[src/rtl/musicbox_pkg.sv]
// Shared types and constants for the music box playback path.
// Holds the playback state enum, time constants and an elapsed-seconds helper.
package musicbox_pkg;

  localparam int SEC_PER_MIN   = 60;
  localparam int ELAPSED_W     = 12;
  localparam int MAX_ELAPSED_S = 3599;
  localparam int TIME_W        = 6;

  typedef enum logic [2:0] {
    PAUSE1,
    PLAY1,
    PAUSE2,
    PLAY2,
    STOP
  } pb_state_t;

  // 63:63 is the largest input, which is 3843 and fits in 12 bits.
  function automatic logic [ELAPSED_W-1:0] elapsed_s(
    input logic [TIME_W-1:0] mins,
    input logic [TIME_W-1:0] secs
  );
    logic [ELAPSED_W-1:0] m;
    logic [ELAPSED_W-1:0] s;
    m = ELAPSED_W'(mins);
    s = ELAPSED_W'(secs);
    return m * ELAPSED_W'(SEC_PER_MIN) + s;
  endfunction

endpackage

[src/rtl/playback_ctrl_if.sv]
// Bus between button front-end / elapsed counter and the playback controller.
// master: requests and counter time in, status out. slave: the controller.
interface playback_ctrl_if;
  import musicbox_pkg::*;

  logic              pause_req;
  logic              skip_req;
  logic [TIME_W-1:0] mins1;
  logic [TIME_W-1:0] secs1;
  logic [TIME_W-1:0] mins2;
  logic [TIME_W-1:0] secs2;
  logic              song_sel;
  logic              ispaused;
  logic              pause_ack;
  logic              skip_ack;
  logic              song_end;
  logic              stopped;

  modport master (
    output pause_req, skip_req,
    output mins1, secs1, mins2, secs2,
    input  song_sel, ispaused,
    input  pause_ack, skip_ack,
    input  song_end, stopped
  );

  modport slave (
    input  pause_req, skip_req,
    input  mins1, secs1, mins2, secs2,
    output song_sel, ispaused,
    output pause_ack, skip_ack,
    output song_end, stopped
  );

endinterface

[src/rtl/playback_ctrl_handshake_rx.sv]
// Four-phase req/ack acceptor. Ports: clk, RESET (async, active-high), req in;
// ack (registered) and accept (one-cycle pulse on the accepting edge) out.
module handshake_rx (
  input  logic clk,
  input  logic RESET,
  input  logic req,
  output logic ack,
  output logic accept
);

  logic ack_q;
  logic ack_d;
  logic armed_q;
  logic armed_d;

  // Armed only re-sets once ack has dropped, so a held req acts once.
  always_comb begin
    accept  = req & ~ack_q & armed_q;
    ack_d   = ack_q;
    armed_d = armed_q;
    if (accept) begin
      ack_d   = 1'b1;
      armed_d = 1'b0;
    end else if (ack_q && !req) begin
      ack_d   = 1'b0;
      armed_d = 1'b1;
    end
  end

  always_ff @(posedge clk or posedge RESET) begin
    if (RESET) begin
      ack_q   <= 1'b0;
      armed_q <= 1'b1;
    end else begin
      ack_q   <= ack_d;
      armed_q <= armed_d;
    end
  end

  assign ack = ack_q;

endmodule

[src/rtl/playback_ctrl.sv]
// Playback FSM: pause/skip over four-phase handshakes, auto-advance at song end.
// Ports: clk_1hz, RESET (async, active-high), bus (playback_ctrl_if.slave).
// Macro PLAYBACK_LOOP_EN: song 2 end loops to song 1 instead of stopping.
module playback_ctrl
  import musicbox_pkg::*;
#(
  parameter int SONG1_LEN_S = 95,
  parameter int SONG2_LEN_S = 130
) (
  input logic             clk_1hz,
  input logic             RESET,
  playback_ctrl_if.slave  bus
);

  localparam int L1 =
    (SONG1_LEN_S > MAX_ELAPSED_S) ? MAX_ELAPSED_S : SONG1_LEN_S;
  localparam int L2 =
    (SONG2_LEN_S > MAX_ELAPSED_S) ? MAX_ELAPSED_S : SONG2_LEN_S;
  localparam logic [ELAPSED_W-1:0] LEN1 = ELAPSED_W'(L1);
  localparam logic [ELAPSED_W-1:0] LEN2 = ELAPSED_W'(L2);

  pb_state_t state_q;
  pb_state_t state_d;
  logic      end_q;
  logic      end_d;

  logic pause_acc;
  logic skip_acc;
  logic pause_ack;
  logic skip_ack;

  logic [ELAPSED_W-1:0] el1;
  logic [ELAPSED_W-1:0] el2;
  logic                 end_hit;
  pb_state_t            end_nxt;

  handshake_rx u_pause (
    .clk    (clk_1hz),
    .RESET  (RESET),
    .req    (bus.pause_req),
    .ack    (pause_ack),
    .accept (pause_acc)
  );

  handshake_rx u_skip (
    .clk    (clk_1hz),
    .RESET  (RESET),
    .req    (bus.skip_req),
    .ack    (skip_ack),
    .accept (skip_acc)
  );

  assign el1 = elapsed_s(bus.mins1, bus.secs1);
  assign el2 = elapsed_s(bus.mins2, bus.secs2);

  always_comb begin
    end_hit = 1'b0;
    end_nxt = state_q;
    unique case (state_q)
      PLAY1: begin
        end_hit = (el1 >= LEN1);
        end_nxt = PLAY2;
      end
      PLAY2: begin
        end_hit = (el2 >= LEN2);
`ifdef PLAYBACK_LOOP_EN
        end_nxt = PLAY1;
`else
        end_nxt = STOP;
`endif
      end
      default: ;
    endcase
  end

  // Skip beats end-of-song beats pause; a losing pause is dropped.
  always_comb begin
    state_d = state_q;
    end_d   = 1'b0;
    unique case (1'b1)
      skip_acc: begin
        unique case (state_q)
          PAUSE1, PLAY1: state_d = PLAY2;
          default:       state_d = PLAY1;
        endcase
      end
      !skip_acc && end_hit: begin
        state_d = end_nxt;
        end_d   = 1'b1;
      end
      !skip_acc && !end_hit && pause_acc: begin
        unique case (state_q)
          PAUSE1:  state_d = PLAY1;
          PLAY1:   state_d = PAUSE1;
          PAUSE2:  state_d = PLAY2;
          PLAY2:   state_d = PAUSE2;
          default: state_d = PLAY1;
        endcase
      end
      default: ;
    endcase
  end

  always_ff @(posedge clk_1hz or posedge RESET) begin
    if (RESET) begin
      state_q <= PAUSE1;
      end_q   <= 1'b0;
    end else begin
      state_q <= state_d;
      end_q   <= end_d;
    end
  end

  always_comb begin
    bus.song_sel  = (state_q == PAUSE2) || (state_q == PLAY2) ||
                    (state_q == STOP);
    bus.ispaused  = (state_q == PAUSE1) || (state_q == PAUSE2) ||
                    (state_q == STOP);
    bus.stopped   = (state_q == STOP);
    bus.song_end  = end_q;
    bus.pause_ack = pause_ack;
    bus.skip_ack  = skip_ack;
  end

endmodule

[src/flat_wrapper.sv]
// flat-port wrapper written by rule: the top's interface ports become plain ports
module playback_ctrl_flat import musicbox_pkg::*;
#(
  parameter int SONG1_LEN_S = 95,
  parameter int SONG2_LEN_S = 130
)
  (clk_1hz, RESET, bus_pause_req, bus_skip_req, bus_mins1, bus_secs1, bus_mins2, bus_secs2, bus_song_sel, bus_ispaused, bus_pause_ack, bus_skip_ack, bus_song_end, bus_stopped);
  playback_ctrl_if bus_i ();
  input logic clk_1hz;
  input logic RESET;
  input wire logic [$bits(bus_i.pause_req)-1:0] bus_pause_req;
  input wire logic [$bits(bus_i.skip_req)-1:0] bus_skip_req;
  input wire logic [$bits(bus_i.mins1)-1:0] bus_mins1;
  input wire logic [$bits(bus_i.secs1)-1:0] bus_secs1;
  input wire logic [$bits(bus_i.mins2)-1:0] bus_mins2;
  input wire logic [$bits(bus_i.secs2)-1:0] bus_secs2;
  output wire logic [$bits(bus_i.song_sel)-1:0] bus_song_sel;
  output wire logic [$bits(bus_i.ispaused)-1:0] bus_ispaused;
  output wire logic [$bits(bus_i.pause_ack)-1:0] bus_pause_ack;
  output wire logic [$bits(bus_i.skip_ack)-1:0] bus_skip_ack;
  output wire logic [$bits(bus_i.song_end)-1:0] bus_song_end;
  output wire logic [$bits(bus_i.stopped)-1:0] bus_stopped;
  assign bus_i.pause_req = bus_pause_req;
  assign bus_i.skip_req = bus_skip_req;
  assign bus_i.mins1 = bus_mins1;
  assign bus_i.secs1 = bus_secs1;
  assign bus_i.mins2 = bus_mins2;
  assign bus_i.secs2 = bus_secs2;
  assign bus_song_sel = bus_i.song_sel;
  assign bus_ispaused = bus_i.ispaused;
  assign bus_pause_ack = bus_i.pause_ack;
  assign bus_skip_ack = bus_i.skip_ack;
  assign bus_song_end = bus_i.song_end;
  assign bus_stopped = bus_i.stopped;
  playback_ctrl #(.SONG1_LEN_S(SONG1_LEN_S), .SONG2_LEN_S(SONG2_LEN_S)) u_core (.clk_1hz(clk_1hz), .RESET(RESET), .bus(bus_i));
endmodule
[config.mk]
export PLATFORM = sky130hd
export DESIGN_NAME = playback_ctrl_flat
export DESIGN_NICKNAME = d
export VERILOG_FILES = /design/src/rtl/musicbox_pkg.sv /design/src/rtl/playback_ctrl_if.sv /design/src/rtl/playback_ctrl_handshake_rx.sv /design/src/rtl/playback_ctrl.sv /design/src/flat_wrapper.sv
export SDC_FILE = /design/constraint.sdc
export NUM_CORES = 1
export LEC_CHECK = 0
export ABC_AREA = 1
export ABC_CLOCK_PERIOD_IN_PS = 1900
export CORE_ASPECT_RATIO = 0.7
export CORE_MARGIN = 4
export CORE_UTILIZATION = 46
export CTS_CLUSTER_DIAMETER = 200
export DETAILED_ROUTE_END_ITERATION = 10
export GPL_TIMING_DRIVEN = 0
export PLACE_DENSITY = 0.69
export SLEW_MARGIN = 5
export SYNTH_ARGS = -nofsm -noshare
export SYNTH_HDL_FRONTEND = slang
export SYNTH_SLANG_ARGS = --single-unit
[constraint.sdc]
create_clock -name clk_1hz -period 1.9 [get_ports clk_1hz]
set_input_delay 0.19 -clock clk_1hz [delete_from_list [all_inputs] [get_ports clk_1hz]]
set_output_delay 0.19 -clock clk_1hz [all_outputs]
set_load 0.05 [all_outputs]
==> results of run 1 <==
==> power groups by stage <==
stage	clock network, mW	registers (mW)	logic [mW]
after CTS	0.209	0.299	2.28
after global routing	0.216	0.309	2.68
after detailed placement	0	0.301	2.12
after global placement	0	0.299	2.08
final	0.202	0.299	2.32
after floorplan	0	0.349	1.62
==> state kept, by name, summed over array words and instances, names as in the netlist <==
name                    count
u_core.u_skip.ack           1
u_core.u_pause.armed_q      1
u_core.bus.song_end         1
u_core.state_q              3
u_core.u_pause.ack          1
u_core.u_skip.armed_q       1
==> what timing repair did <==
action	in CTS	in global routing
resized for setup	56	7
endpoints found under the hold margin	0	0
pin swaps	24	15
endpoints found under the setup margin	5	5
setup buffers	5	3
==> area by class of cell <==
| cell class | count | area, um2 |
|---|---|---|
| fill | 504 | 1900 |
| clock buffer | 3 | 41.3 |
| sequential | 8 | 203 |
| inverter | 96 | 360 |
| tap | 69 | 86.3 |
| timing repair buffer | 40 | 370 |
| multi-input combinational | 255 | 1930 |
==> cells in the mapped netlist <==
cell type	count
nand3_2	1
inv_1	91
a31oi_1	1
a21oi_1	9
nand2_1	88
xnor2_1	2
dfrtp_1	6
a21o_1	2
nor2_4	2
nor2_2	4
nand3_1	22
ha_1	34
o21ai_0	4
xor2_1	4
nor3_1	3
nand3b_2	1
nor2_1	26
nor3b_1	1
nand3b_1	6
nand2_4	1
xnor2_2	1
inv_2	5
nand2_2	7
fa_1	20
dfstp_2	2
or2_2	1
o21ai_1	1
nand4_1	14
==> logic make-up after synthesis <==
family                   count (synthesis)  share of synthesized area
AND/OR/NAND/NOR                        177                      0.347
buffers and inverters                   96                      0.152
flip-flops                               8                     0.0854
XOR/XNOR                                 7                     0.0290
AO/OA/AOI/OAI                           17                     0.0385
adder cells (fa/ha/maj)                 54                      0.348
==> path summary, 6_finish.rpt <==
check	start	endpoint	slack (ns)
setup / recovery	bus_mins1[2]	u_core.state_q[2]$_DFFE_PP0P_	-1.48
max in group asynchronous	RESET	u_core.u_pause.armed_q$_DFFE_PP1P_	1.42
min in group clk_1hz	u_core.u_skip.armed_q$_DFFE_PP1P_	u_core.u_skip.armed_q$_DFFE_PP1P_	0.52
hold / removal	RESET	u_core.u_skip.ack$_DFFE_PP0P_	0.21
setup reg to reg	u_core.u_skip.armed_q$_DFFE_PP1P_	u_core.state_q[1]$_DFFE_PP0P_	0.41
hold reg to reg	u_core.u_skip.armed_q$_DFFE_PP1P_	u_core.u_skip.armed_q$_DFFE_PP1P_	0.52
==> layer usage <==
layer | GRT usage | share of wire
met4 | 0.0216 | 0.0088
met3 | 0.0165 | 0.040
met5 | 0 | 0
met1 | 0.233 | 0.53
met2 | 0.285 | 0.42
==> through the flow <==
| stage | setup WS, ns | std cells |
|---|---|---|
| 4_1_cts | -1.52 | 468 |
| 3_3_place_gp | -2.21 | 460 |
| 2_1_floorplan | -1.47 | 359 |
| 5_1_grt | -1.74 | 471 |
| 6_report | -1.48 | 471 |
| 3_5_place_dp | -2.25 | 460 |
==> results.cfg, run 1 <==
[worst_setup_path]
crit_slowest_cell = fa_1
cp.required_ns = 2.01
worst_setup_path_end_kind = flop
cpLargestDelayFamily = adder cells
path_buf_inv = 7
start_kind = input pin
cp.depth = 25
cpPeakStageDelay_ns = 0.58
cp.arrival_ns = 3.49
crit_type = input pin to flop
reg2reg_depth = 7
crit_fanout = 4
timing.critical_path.mode_cell = nand2_1

[sta]
max_freq_ghz = 0.296
fin_setup_tns_ns = -5.77
timing.final.hold_violations = 0
fin_skew_ns = 0.00259
maxSlewViolCount = 0
hold_slack_ns = 0.207
setup_violations = 4
worst_pin_slew_ns = 0.502
max_slew_margin = 0.665
min_period_ns = 3.38
rsz0062_at_grt = yes
fin_crit_sh = 1.78
setup_slack_ns = -1.48

[layout]
drive_gt1_frac = 0.177
area_growth_pct = 26.1
n_antenna_cell = 0
finish.net_count = 486
design_area_um2 = 2990
fin_util = 0.612
final_cell_mix = inv_1 (83), nand2_1 (83), ha_1 (28), nor2_1 (23)

[clock_tree]
cts.clk_slew.worst_paths_ns = 0.04
cts_buffers = 3
cts_max_level = 1
cts_hold_buf = 0
clock-root-buffer = clkbuf_8
cts_tree = built
cts_buffer_depth = 2
clk_latency_ns = 0.23
cts_sinks = 8

[synthesis]
syn_nets = 441
synth_cell_type_count = 28
syn_area_per_cell_um2 = 6.61
syn-cell-area_um2 = 2370
netlist_top_cells_area = ha_1 (18%), fa_1 (17%), inv_1 (14%)
ys_seq_area_frac = 0.0854
postSynthCellCount = 359
synth_top_area_frac = 0.179
ys_ff_latch = 8
yosys_warnings = 0
synth_top_cell_by_area = ha_1

[min_path]
hold_path.class = input pin to asynchronous set/reset pin

[power_and_ir_drop]
p_switching_mw = 1.52
p_seq_frac = 0.106
ir_drop_mv = 0.773
intPower_mw = 1.30
power_frac_comb = 0.822
leakagePower_nw = 1.70
powerDensity_nw_per_um2 = 943
power_mw = 2.82
switching_share = 0.540
clkPwrFrac = 0.072

[die]
pin_count = 34
chipHeight_um = 68.1
start_util = 0.485
rows = 21
die_area_um2 = 6390
die-width_um = 93.8
coreArea_um2 = 4890

[global_routing]
antenna_found_initial = 0
grt_pass1_wl_um = 8810
grt_start_max_net_pins = 9
grt_pass1_vias = 2214
grt_overflow = 0
track_usage = 0.165

[route]
viasPerCell = 4.68
drtIter0Drc = 87
vias = 2203
drtAntennaViolNets = 0
first_pass_iters = 4
wl_um = 4770
wl_per_cell_um = 10.1
post-route-drc-count = 0

[place]
portBuffers = 32
dp_hpwl_um = 4030
dpl-instance-area_um2 = 2810
place.gp.congestion = 0.788

[flow_run]
drv_cap = 0

[status]
failed_checks = negative setup slack
status = finished with violations
No activity file was read; power rests on OpenSTA's default activity.
==> run 2: changes to the inputs <==
--- a/config.mk
+++ b/config.mk
@@ -9,11 +9,11 @@
 export ABC_CLOCK_PERIOD_IN_PS = 1900
 export CORE_ASPECT_RATIO = 0.7
 export CORE_MARGIN = 4
-export CORE_UTILIZATION = 46
+export CORE_UTILIZATION = 50
 export CTS_CLUSTER_DIAMETER = 200
 export DETAILED_ROUTE_END_ITERATION = 10
 export GPL_TIMING_DRIVEN = 0
-export PLACE_DENSITY = 0.69
+export PLACE_DENSITY = 0.74
 export SLEW_MARGIN = 5
 export SYNTH_ARGS = -nofsm -noshare
 export SYNTH_HDL_FRONTEND = slang
==> run 2 against run 1 <==
  * The run still ends with negative setup slack left
  * Clock skew is 0.0022 ns lower
  * Non-clock buffer count is 2 lower
  * Count of clock-buffer cells in the layout stayed put
  * Combinational power hardly changed
  * Cell count is 3.4% lower
  * Routed wire length is 1.4% higher
  * Via count is 0.64% higher
  * First-iteration DRC count is 2.3% lower
  * Sequential cell count stayed put
  * Maximum frequency is 0.33% higher
  * Sequential power is 1% lower
==> results.cfg, run 2 (synthesized netlist as in run 1, its figures left out) <==
[route]
drtIter0Drc = 85
viasPerCell = 4.87
wl_um = 4830
drtAntennaViolNets = 0
first_pass_iters = 4
vias = 2217
post-route-drc-count = 0
wl_per_cell_um = 10.6

[sta]
worst_pin_slew_ns = 0.517
fin_setup_tns_ns = -5.61
fin_skew_ns = 0.000376
maxSlewViolCount = 0
max_freq_ghz = 0.297
max_slew_margin = 0.654
setup_violations = 4
rsz0062_at_grt = yes
min_period_ns = 3.37
setup_slack_ns = -1.47
fin_crit_sh = 1.77
timing.final.hold_violations = 0

[power_and_ir_drop]
powerDensity_nw_per_um2 = 945
leakagePower_nw = 1.70
power_mw = 2.80
ir_drop_mv = 0.849

[worst_setup_path]
start_kind = input pin
path_buf_inv = 4
worstPathCellList = buf_2, fa_2, fa_1, inv_1, fa_1, inv_2, ha_4, nand2_2, nor2_2, o21ai_1, inv_1, nand3_2, nor2_2, nand2_1, nand3_1, nand2_1, nand3_2, nand2_2, nand4_1, nand3_1, nor2_1, nor2_1
cpLargestDelayFamily = adder cells
worst_setup_path_end_kind = flop
crit_fanout = 4
cp.arrival_ns = 3.48
cpPeakStageDelay_ns = 0.53
cp.required_ns = 2.01
crit_type = input pin to flop
crit_slowest_cell = fa_1

[layout]
design_area_um2 = 2960
finish.net_count = 484
n_antenna_cell = 0
drive_gt1_frac = 0.178
final_common_cell = inv_1
fin_util = 0.665
largest_register_ffs = 3
area_growth_pct = 24.9
final_cell_mix = inv_1 (84), nand2_1 (81), ha_1 (28), nor2_1 (23), nand3_1 (20)
largest_register = u_core.state_q

[flow_run]
drv_cap = 0

[place]
dp_hpwl_um = 4080
place.gp.congestion = 0.811
portBuffers = 32
dpl-instance-area_um2 = 2790

[die]
rows = 20
die_area_um2 = 5930
coreArea_um2 = 4450
pin_count = 34
chipHeight_um = 65.6
die-width_um = 90.3
start_util = 0.533

[clock_tree]
cts_sinks = 8
cts_max_level = 1
cts_tree = built
cts_buffers = 3
cts.clk_slew.worst_paths_ns = 0.04
clock-root-buffer = clkbuf_8
clk_latency_ns = 0.22
cts_buffer_depth = 2
cts_hold_buf = 0

[global_routing]
use_met3 = 0.0206
busiest_layer = met2
grt_overflow = 0
grt_pass1_wl_um = 8860
track_usage = 0.176
grt_start_max_net_pins = 9
grt_pass1_vias = 2109
grt_use_met1 = 0.237
use_met2 = 0.308
antenna_found_initial = 0

[status]
status = finished with violations
failed_checks = negative setup slack

[min_path]
hold_path.class = input pin to asynchronous set/reset pin
-- run 2: path summary, 6_finish.rpt --
check	start	endpoint	slack (ns)	cells after the start
worst max-delay path	bus_mins2[1]	u_core.state_q[1]$_DFFE_PP0P_	-1.47	22
worst min-delay path	RESET	u_core.state_q[1]$_DFFE_PP0P_	0.21	2
worst max register to register	u_core.u_skip.armed_q$_DFFE_PP1P_	u_core.state_q[1]$_DFFE_PP0P_	0.39	7
worst min register to register	u_core.u_skip.armed_q$_DFFE_PP1P_	u_core.u_skip.ack$_DFFE_PP0P_	0.52	2
max in group asynchronous	RESET	u_core.u_skip.armed_q$_DFFE_PP1P_	1.42	2
min in group clk_1hz	u_core.u_skip.armed_q$_DFFE_PP1P_	u_core.u_skip.ack$_DFFE_PP0P_	0.52	2
-- run 2: metal layers --
metal	wire, um	vias up
met3	203	4
met5	0	-
li1	-	1179
met4	33	0
met1	2420	985
met2	2170	49
-- run 2: cell type report --
| type | count | area, um2 |
|---|---|---|
| Fill cell | 398 | 1490 |
| Multi-Input combinational cell | 255 | 1930 |
| Timing Repair Buffer | 38 | 360 |
| Inverter | 96 | 360 |
| Sequential cell | 8 | 203 |
| Clock buffer | 3 | 41.3 |
| Tap cell | 55 | 68.8 |
-- run 2: repair_timing --
item,CTS,global route
endpoints found under the setup margin,5,5
gates resized for setup,58,10
pin swaps,25,14
buffers inserted,3,3
-- run 2: stage by stage --
stage                     setup slack [ns]  instances  hold WS [ns]
after detailed placement             -2.28        446         0.443
final                                -1.47        455         0.208
after global routing                 -1.74        455         0.226
after global placement               -2.20        446         0.442
after CTS                            -1.57        452         0.213
after floorplan                      -1.47        359       0.00423
-- run 2: report_power, final --
group          internal (mW)  total [mW]  switching (mW)  leakage (nW)
Clock                  0.136       0.190          0.0536        0.0216
Sequential             0.243       0.295          0.0520        0.0956
Combinational          0.892        2.32            1.42          1.58
